[src/rtl/uart_pkg.sv]
// uart_pkg: shared state encoding, baud codes and frame constants for the UART transmit path
package uart_pkg;
  typedef enum logic [1:0] {IDLE, LOAD, START, WAIT} state_t;
  localparam logic [1:0] BAUD_SLOWEST = 2'b00;
  localparam logic [1:0] BAUD_SLOW = 2'b01;
  localparam logic [1:0] BAUD_FAST = 2'b10;
  localparam logic [1:0] BAUD_FASTEST = 2'b11;
  localparam int BYTE_W = 8;
  localparam int FRAME_LEN = 11;
endpackage

[src/rtl/uart_tx_scheduler_if.sv]
// uart_tx_scheduler_if: requester, transmitter and config signals of the transmit scheduler
interface uart_tx_scheduler_if
  import uart_pkg::*;
#(
  parameter int NUM_REQ = 4
);
  localparam int IW = $clog2(NUM_REQ);
  logic [NUM_REQ-1:0] req_valid;
  logic [BYTE_W*NUM_REQ-1:0] req_data;
  logic [NUM_REQ-1:0] req_last;
  logic [NUM_REQ-1:0] req_ready;
  logic tx_start;
  logic [BYTE_W-1:0] tx_data;
  logic tx_done;
  logic cfg_wr;
  logic [1:0] cfg_baud_sel;
  logic [1:0] baud_sel;
  logic [IW-1:0] grant_id;
  logic busy;
  logic timeout_err;
  logic err_clr;
  modport slave (
    input req_valid, req_data, req_last, tx_done, cfg_wr, cfg_baud_sel, err_clr,
    output req_ready, tx_start, tx_data, baud_sel, grant_id, busy, timeout_err
  );
  modport master (
    output req_valid, req_data, req_last, tx_done, cfg_wr, cfg_baud_sel, err_clr,
    input req_ready, tx_start, tx_data, baud_sel, grant_id, busy, timeout_err
  );
endinterface

[src/rtl/uart_rr_pick.sv]
// uart_rr_pick: combinational round-robin pick of the first request at or above the pointer, wrapping
module uart_rr_pick #(
  parameter int N = 4,
  localparam int IW = $clog2(N)
) (
  input  logic [N-1:0]  req,
  input  logic [IW-1:0] ptr,
  output logic [IW-1:0] idx,
  output logic          any
);
  logic [IW-1:0] k;
  // scan offsets downward so the smallest offset from ptr is the last, winning assignment
  always_comb begin
    idx = '0;
    k = '0;
    for (int i = N - 1; i >= 0; i--) begin
      k = IW'((int'(ptr) + i) % N);
      if (req[k]) idx = k;
    end
  end
  assign any = |req;
endmodule

[src/rtl/uart_tx_scheduler.sv]
// uart_tx_scheduler: shares one UART transmitter between requesters with packet lock and deferred baud config
module uart_tx_scheduler
  import uart_pkg::*;
#(
  parameter int NUM_REQ = 4,
  parameter int TIMEOUT_CYC = 400000,
  parameter int CNT_W = 20
) (
  input logic clk,
  input logic reset,
  uart_tx_scheduler_if.slave bus
);
  localparam int IW = $clog2(NUM_REQ);
  state_t state, state_nx;
  logic [IW-1:0] ptr, pick_idx, nxt_ptr;
  logic pick_any, lock, pend_v, tmo, tmo_hit, reload, frame_end;
  logic [1:0] pend;
  logic [CNT_W-1:0] cnt;
  uart_rr_pick #(.N(NUM_REQ)) u_pick (.req(bus.req_valid), .ptr(ptr), .idx(pick_idx), .any(pick_any));
  assign tmo = cnt == CNT_W'(TIMEOUT_CYC - 1);
  assign reload = bus.tx_done && lock && bus.req_valid[bus.grant_id];
  assign frame_end = state == WAIT && (bus.tx_done || tmo);
  assign tmo_hit = state == WAIT && !bus.tx_done && tmo;
  assign nxt_ptr = (bus.grant_id == IW'(NUM_REQ - 1)) ? '0 : bus.grant_id + IW'(1);
  // state register
  always_ff @(posedge clk or posedge reset) begin
    if (reset) state <= IDLE;
    else state <= state_nx;
  end
  // next state and per-state strobes
  always_comb begin
    state_nx = state;
    bus.busy = state != IDLE;
    bus.tx_start = state == START;
    bus.req_ready = (state == LOAD) ? NUM_REQ'(1) << bus.grant_id : '0;
    case (state)
      IDLE: state_nx = pick_any ? LOAD : IDLE;
      LOAD: state_nx = START;
      START: state_nx = WAIT;
      WAIT: state_nx = bus.tx_done ? (reload ? LOAD : IDLE) : (tmo ? IDLE : WAIT);
      default: state_nx = IDLE;
    endcase
  end
  // grant, frame byte, packet lock and round-robin pointer
  always_ff @(posedge clk or posedge reset) begin
    if (reset) begin
      bus.grant_id <= '0;
      bus.tx_data <= '0;
      lock <= 1'b0;
      ptr <= '0;
    end else begin
      if (state == IDLE && pick_any) bus.grant_id <= pick_idx;
      if (state == LOAD) begin
        bus.tx_data <= bus.req_data[{bus.grant_id, 3'b000} +: BYTE_W];
        lock <= ~bus.req_last[bus.grant_id];
      end
      if (frame_end && !reload) begin
        lock <= 1'b0;
        ptr <= nxt_ptr;
      end
    end
  end
  // frame timeout counter, runs only while waiting for tx_done
  always_ff @(posedge clk or posedge reset) begin
    if (reset) cnt <= '0;
    else cnt <= (state == WAIT) ? cnt + CNT_W'(1) : '0;
  end
  // sticky timeout flag; a new timeout beats a simultaneous clear
  always_ff @(posedge clk or posedge reset) begin
    if (reset) bus.timeout_err <= 1'b0;
    else bus.timeout_err <= tmo_hit | (bus.timeout_err & ~bus.err_clr);
  end
  // baud code only moves while idle; writes during a frame wait in pend
  always_ff @(posedge clk or posedge reset) begin
    if (reset) begin
      bus.baud_sel <= BAUD_SLOWEST;
      pend <= BAUD_SLOWEST;
      pend_v <= 1'b0;
    end else if (state == IDLE) begin
      bus.baud_sel <= bus.cfg_wr ? bus.cfg_baud_sel : (pend_v ? pend : bus.baud_sel);
      pend_v <= 1'b0;
    end else if (bus.cfg_wr) begin
      pend <= bus.cfg_baud_sel;
      pend_v <= 1'b1;
    end
  end
endmodule

[src/flat_wrapper.sv]
// flat-port wrapper written by rule: the top's interface ports become plain ports
module uart_tx_scheduler_flat import uart_pkg::*;
#(
  parameter int NUM_REQ = 4,
  parameter int TIMEOUT_CYC = 400000,
  parameter int CNT_W = 20
)
  (clk, reset, bus_req_valid, bus_req_data, bus_req_last, bus_tx_done, bus_cfg_wr, bus_cfg_baud_sel, bus_err_clr, bus_req_ready, bus_tx_start, bus_tx_data, bus_baud_sel, bus_grant_id, bus_busy, bus_timeout_err);
  uart_tx_scheduler_if #(.NUM_REQ(NUM_REQ)) bus_i ();
  input logic clk;
  input logic reset;
  input wire logic [$bits(bus_i.req_valid)-1:0] bus_req_valid;
  input wire logic [$bits(bus_i.req_data)-1:0] bus_req_data;
  input wire logic [$bits(bus_i.req_last)-1:0] bus_req_last;
  input wire logic [$bits(bus_i.tx_done)-1:0] bus_tx_done;
  input wire logic [$bits(bus_i.cfg_wr)-1:0] bus_cfg_wr;
  input wire logic [$bits(bus_i.cfg_baud_sel)-1:0] bus_cfg_baud_sel;
  input wire logic [$bits(bus_i.err_clr)-1:0] bus_err_clr;
  output wire logic [$bits(bus_i.req_ready)-1:0] bus_req_ready;
  output wire logic [$bits(bus_i.tx_start)-1:0] bus_tx_start;
  output wire logic [$bits(bus_i.tx_data)-1:0] bus_tx_data;
  output wire logic [$bits(bus_i.baud_sel)-1:0] bus_baud_sel;
  output wire logic [$bits(bus_i.grant_id)-1:0] bus_grant_id;
  output wire logic [$bits(bus_i.busy)-1:0] bus_busy;
  output wire logic [$bits(bus_i.timeout_err)-1:0] bus_timeout_err;
  assign bus_i.req_valid = bus_req_valid;
  assign bus_i.req_data = bus_req_data;
  assign bus_i.req_last = bus_req_last;
  assign bus_i.tx_done = bus_tx_done;
  assign bus_i.cfg_wr = bus_cfg_wr;
  assign bus_i.cfg_baud_sel = bus_cfg_baud_sel;
  assign bus_i.err_clr = bus_err_clr;
  assign bus_req_ready = bus_i.req_ready;
  assign bus_tx_start = bus_i.tx_start;
  assign bus_tx_data = bus_i.tx_data;
  assign bus_baud_sel = bus_i.baud_sel;
  assign bus_grant_id = bus_i.grant_id;
  assign bus_busy = bus_i.busy;
  assign bus_timeout_err = bus_i.timeout_err;
  uart_tx_scheduler #(.NUM_REQ(NUM_REQ), .TIMEOUT_CYC(TIMEOUT_CYC), .CNT_W(CNT_W)) u_core (.clk(clk), .reset(reset), .bus(bus_i));
endmodule
[config.mk]
export PLATFORM = sky130hd
export DESIGN_NAME = uart_tx_scheduler_flat
export DESIGN_NICKNAME = d
export VERILOG_FILES = /design/src/rtl/uart_pkg.sv /design/src/rtl/uart_tx_scheduler_if.sv /design/src/rtl/uart_rr_pick.sv /design/src/rtl/uart_tx_scheduler.sv /design/src/flat_wrapper.sv
export SDC_FILE = /design/constraint.sdc
export NUM_CORES = 1
export LEC_CHECK = 0
export ABC_AREA = 1
export BUFFER_PORTS_ARGS = -buffer_cell sky130_fd_sc_hd__buf_2
export CAP_MARGIN = 25
export CORE_MARGIN = 2
export CORE_UTILIZATION = 48
export DETAILED_ROUTE_END_ITERATION = 10
export PLACE_DENSITY = 0.84
export RECOVER_POWER = 50
export SLEW_MARGIN = 15
export SYNTH_ARGS = -nofsm -noshare
export SYNTH_HDL_FRONTEND = slang
export SYNTH_HIERARCHICAL = 1
export SYNTH_SLANG_ARGS = --single-unit
[constraint.sdc]
create_clock -name clk -period 1.3 [get_ports clk]
set_input_delay 0.26 -clock clk [delete_from_list [all_inputs] [get_ports clk]]
set_output_delay 0.26 -clock clk [all_outputs]
set_load 0.1 [all_outputs]
[Yosys cells after proc, flatten, opt, wreduce, memory -nomap -nowiden]
Index checks and enable logic that the tools add are counted.
Word-level totals
  flip-flop bits (word level): 41
Operators by class
  eq/ne operators: 5
  reductions and logical operators: 18
  order comparisons: 5
  add/sub/neg operators: 5
  muxes and demuxes: 30
  bitwise operators: 5
  shift operators: 2
Operator list (number)
  32-bit by 6-bit variable part select with 8-bit output: 1
  20-bit by 1-bit adder with 20-bit output, second input constant: 1
  20-bit by 19-bit equality test with 1-bit output, second input constant: 1
  20-bit 2-to-1 mux: 1
  2-bit 2-to-1 mux: 9
  2-bit by 3-bit < comparator with 1-bit output, second input constant: 5
  1-bit binary-select mux with 2-bit select: 6
  1-bit 2-to-1 mux: 12
  2-bit one-hot mux with 4 select lines: 1
  2-bit nonzero test: 4
  1-bit logical AND: 7
  2-bit equality test, second input constant: 3
  2-bit by 1-bit adder with 2-bit output, second input constant: 2
  2-bit adder, second input constant: 2
  4-bit 2-to-1 mux: 1
  2-bit AND reduction: 2
  4-bit OR reduction: 1
  1-bit by 2-bit left shift with 4-bit output, first input constant: 1
  1-bit NOT: 3
  2-bit by 1-bit equality test with 1-bit output, second input constant: 1
  1-bit zero test: 2
  2-bit zero test: 1
  1-bit AND: 1
  1-bit logical OR: 1
  1-bit OR: 1

[Longest topological paths before layout]
  depth in word-level cells: 7
  depth in mapped cells: 12
  mapped depth without buffers: 12

[Modules after synthesis]
The synthesis kept the hierarchy.
By module, submodules not included
  uart_tx_scheduler: cells an instance 321, seq. area each 1026.0 um2, area each 2366.0 um2, times used 1
  uart_rr_pick: cells an instance 46, seq. area each 0.0 um2, area each 188.9 um2, times used 1

[Worst setup path after synthesis]
Ideal clock, no wire load.
  kind: reg-to-output
  from: register u_core.bus.grant_id[0]
  to: output port bus_req_ready[2]
  arrival: 2.815 ns
  path buffers: 2
  stages on the path, launching flop included: 7
  setup slack: -1.775 ns
  path through: dfrtp_1 > inv_1 > buf_2 > buf_2 > ha_1 > inv_1 > nor2_1
Between the ends
  word-level cells in the longest chain between the ends: 2
Ends and longest elaborated chain
  from (decl): RTL line uart_tx_scheduler_if.sv:24  | output req_ready, tx_start, tx_data, baud_sel, grant_id, busy, timeout_err
  from (signal assigned): RTL line uart_tx_scheduler.sv:52  | if (state == IDLE && pick_any) bus.grant_id <= pick_idx;
  1-bit by 2-bit left shift with 4-bit output: RTL line uart_tx_scheduler.sv:35  | bus.req_ready = (state == LOAD) ? NUM_REQ'(1) << bus.grant_id : '0;
  4-bit 2-to-1 mux: RTL line uart_tx_scheduler.sv:35
  to (decl): RTL line flat_wrapper.sv:19  | output wire logic [$bits(bus_i.req_ready)-1:0] bus_req_ready;
Every way passes these cells.

[Worst setup path in the final report]
  from: register u_core.bus.grant_id[1]
  to: output port bus_req_ready[1]
Same word-level chain as after synthesis.

==> flow_summary.ini <==
[run_status]
outcome = complete, but fails checks
violations = setup timing

[logic_synthesis]
yosys_register_bits = 41
ys_types = 30
yosysSeqAreaShare_pct = 40.2
syn-num-nets = 419
yosysWarnings = 6
synth_area_um2 = 2550
avgSynthCellArea_um2 = 6.96
syn_inst = 367

[cts]
cts_tree = yes
clock_tree.buffer_depth = 2
clk_latency_ns = 0.31
cts_root_buf = clkbuf_8
path_clk_slew_ns = 0.09
clock_sinks = 41
cts_buffers = 5
cts-htree-levels = 2

[worst_setup_path]
r2r_start = u_core/bus.grant_id[0]$_DFFE_PP0P_
critPathTopFamily = flip-flops
end_kind = output port
crit_required_ns = 1.04
crit_slowest_cell = dfrtp_4
critPathKind = reg2out
arrival_ns = 1.44
cp_max_fo = 4
cp-startpoint = u_core/bus.grant_id[1]$_DFFE_PP0P_
crit_path_max_incr_delay_ns = 0.53
path_cells = inv_4 > ha_4 > inv_2 > nor2_4 > buf_12
cp-start-kind = register
crit_buf_inv = 3

[floorplanning]
start_util_pct = 50.0
die_w_um = 77.0
core_area_um2 = 5110
rows = 26
die_height_um = 77.0
num_io_pins = 66
die_area_um2 = 5920

[power]
total_power_mw = 9.97
powerDensity_nw_per_um2 = 2340
p_leak_nw = 1.98
p_sw_mw = 5.14
internal_power_mw = 4.83
p_clk_share_pct = 11.4
ir_drop_uv = 2060
power_frac_seq_pct = 20.9
switching_share_pct = 51.5
p_comb_share_pct = 67.7

[drt]
final_antenna_net_count = 0
drt_iter0_drc = 440
drc_errors = 0
totalWireLength_um = 10800
vias = 3205
post_drt_wl_per_cell_um = 19.6
viasPerCell = 5.81
firstDrtPassIters = 5

[cells_and_area]
n_antenna_cell = 0
drive_above_1_share_pct = 48.8
layout_commonest_cell = nand2_1
mostFrequentLayoutCells = nand2_1 (63), nor2_1 (58), buf_2 (46), dfrtp_1 (33), buf_4 (31)
layout.cells.non_filler = 552
nets = 533
areaGrowthSynthToFinish_pct = 66.4

[worst_hold_path]
hold_class = in2reg
hold_path_startpoint = bus_err_clr

[placed_design]
numPortBuffers = 65
place.gp.congestion = 0.932
place_hpwl_um = 5330
place_inst = 526

[timing]
final.setup.tns_ns = -7.24
rsz0062_at_grt = yes
finalClockSkew_ns = 0.00973
maxSlewHeadroom_pct = 74.8
finalCritPeriodShare_pct = 131
max_freq_mhz = 588
finalHoldViolations = 0
fin_ws_ns = -0.401
whs_ns = 0.117
fin_crit_ns = 1.70
maxSlewViolCount = 0
worstMarginPinSlew_ns = 0.378
setup_viol = 40

[global_routing]
grt_max_degree = 23
grt_pass1_vias = 2867
overflow = 0
grt_util_all_layers_pct = 27.9
grt_pass1_wl_um = 13200
antenna_found_initial = 0

[flow_run]
drv_cap = 0
==> logic make-up (layout without fill, tap and decap cells) <==
family          Yosys count  count (layout)  share of synthesized area (%)
compound gates           47              47                           9.99
xor+xnor                  5               5                           1.71
fa+ha+maj                 5               5                           2.45
buf+inv                  52             167                           8.18
flops                    41              41                           40.2
simple gates            215             215                           36.6
mux                       2               2                          0.881
==> flip-flops by register name (all words and copies together) (netlist names) <==
signal / cells
u_core/bus.tx_data: 8
u_core/ptr: 2
u_core/pend: 2
u_core/lock: 1
u_core/bus.timeout_err: 1
u_core/cnt: 20
u_core/bus.baud_sel: 2
u_core/bus.grant_id: 2
u_core/state: 2
u_core/pend_v: 1
==> per-stage QoR <==
step	util [%]	setup slack (ns)	cell area, um^2
after floorplan	-	-0.563	2680
after global placement	70.0	-0.0182	3580
after detailed placement	70.0	-0.106	3580
after CTS	76.5	-0.343	3910
after global routing	83.2	-0.441	4250
final	83.2	-0.401	4250
==> layer usage <==
layer | vias to the layer above | share of wire (%) | GRT usage [%]
li1 | 1402 | - | -
met1 | 1511 | 35 | 30.6
met2 | 226 | 51 | 50.1
met3 | 66 | 7.6 | 5.18
met4 | 0 | 6.3 | 15.8
met5 | - | 0 | 0
==> synthesized netlist by cell type (all sizes together) <==
cell type   n  area [um^2]
a211oi      1         7.51
a21oi      12         60.1
a31oi      10         62.6
buf         7         40.0
clkbuf      2         7.51
dfrtp      41         1030
ha          5         62.6
inv        43          161
mux2        2         22.5
nand2      91          362
nand3      20          110
nand3b      1         7.51
nand4       7         43.8
nor2       90          365
nor3        5         41.3
o21ai      23          119
o22ai       1         6.26
or2         1         6.26
xnor2       1         8.76
xor2        4         35.0
==> path summary, 6_finish.rpt <==
path	end	cells after the start	slack, ns
max	bus_req_ready[1]	5	-0.40
min	u_core/bus.timeout_err$_DFF_PP0_	2	0.12
max reg2reg	u_core/state[0]$_DFF_PP0_	9	-0.37
min reg2reg	u_core/pend[1]$_DFFE_PP0P_	1	0.54
max in group asynchronous	u_core/cnt[5]$_DFF_PP0_	4	0.20
min in group asynchronous	u_core/bus.tx_data[0]$_DFFE_PP0P_	3	0.43
==> power groups by stage <==
stage / clock network [mW] / logic, mW / registers (mW)
floorplan: 0 / 2.33 / 3.18
global placement: 0 / 5.39 / 1.97
detailed placement: 0 / 5.49 / 2.00
CTS: 1.10 / 5.91 / 2.03
global route: 1.20 / 7.03 / 2.11
finish: 1.14 / 6.74 / 2.08
==> timing repair <==
action / CTS / global route
hold buffers: 1 / 0
endpoints found under the hold margin: 5 / 0
setup endpoints to repair: 28 / 41
buffers inserted: 7 / 12
pin swaps: 18 / 30
resized for setup: 42 / 87
==> area by class of cell <==
type                            instances  area [um^2]
Sequential cell                        41         1040
Inverter                               43          180
Timing Repair Buffer                  116         1070
Clock buffer                            6         82.6
Multi-Input combinational cell        274         1750
Clock inverter                          2         37.5
Fill cell                             251          857
Tap cell                               70         87.6
Note: power is estimated with default switching activity, not from simulation.
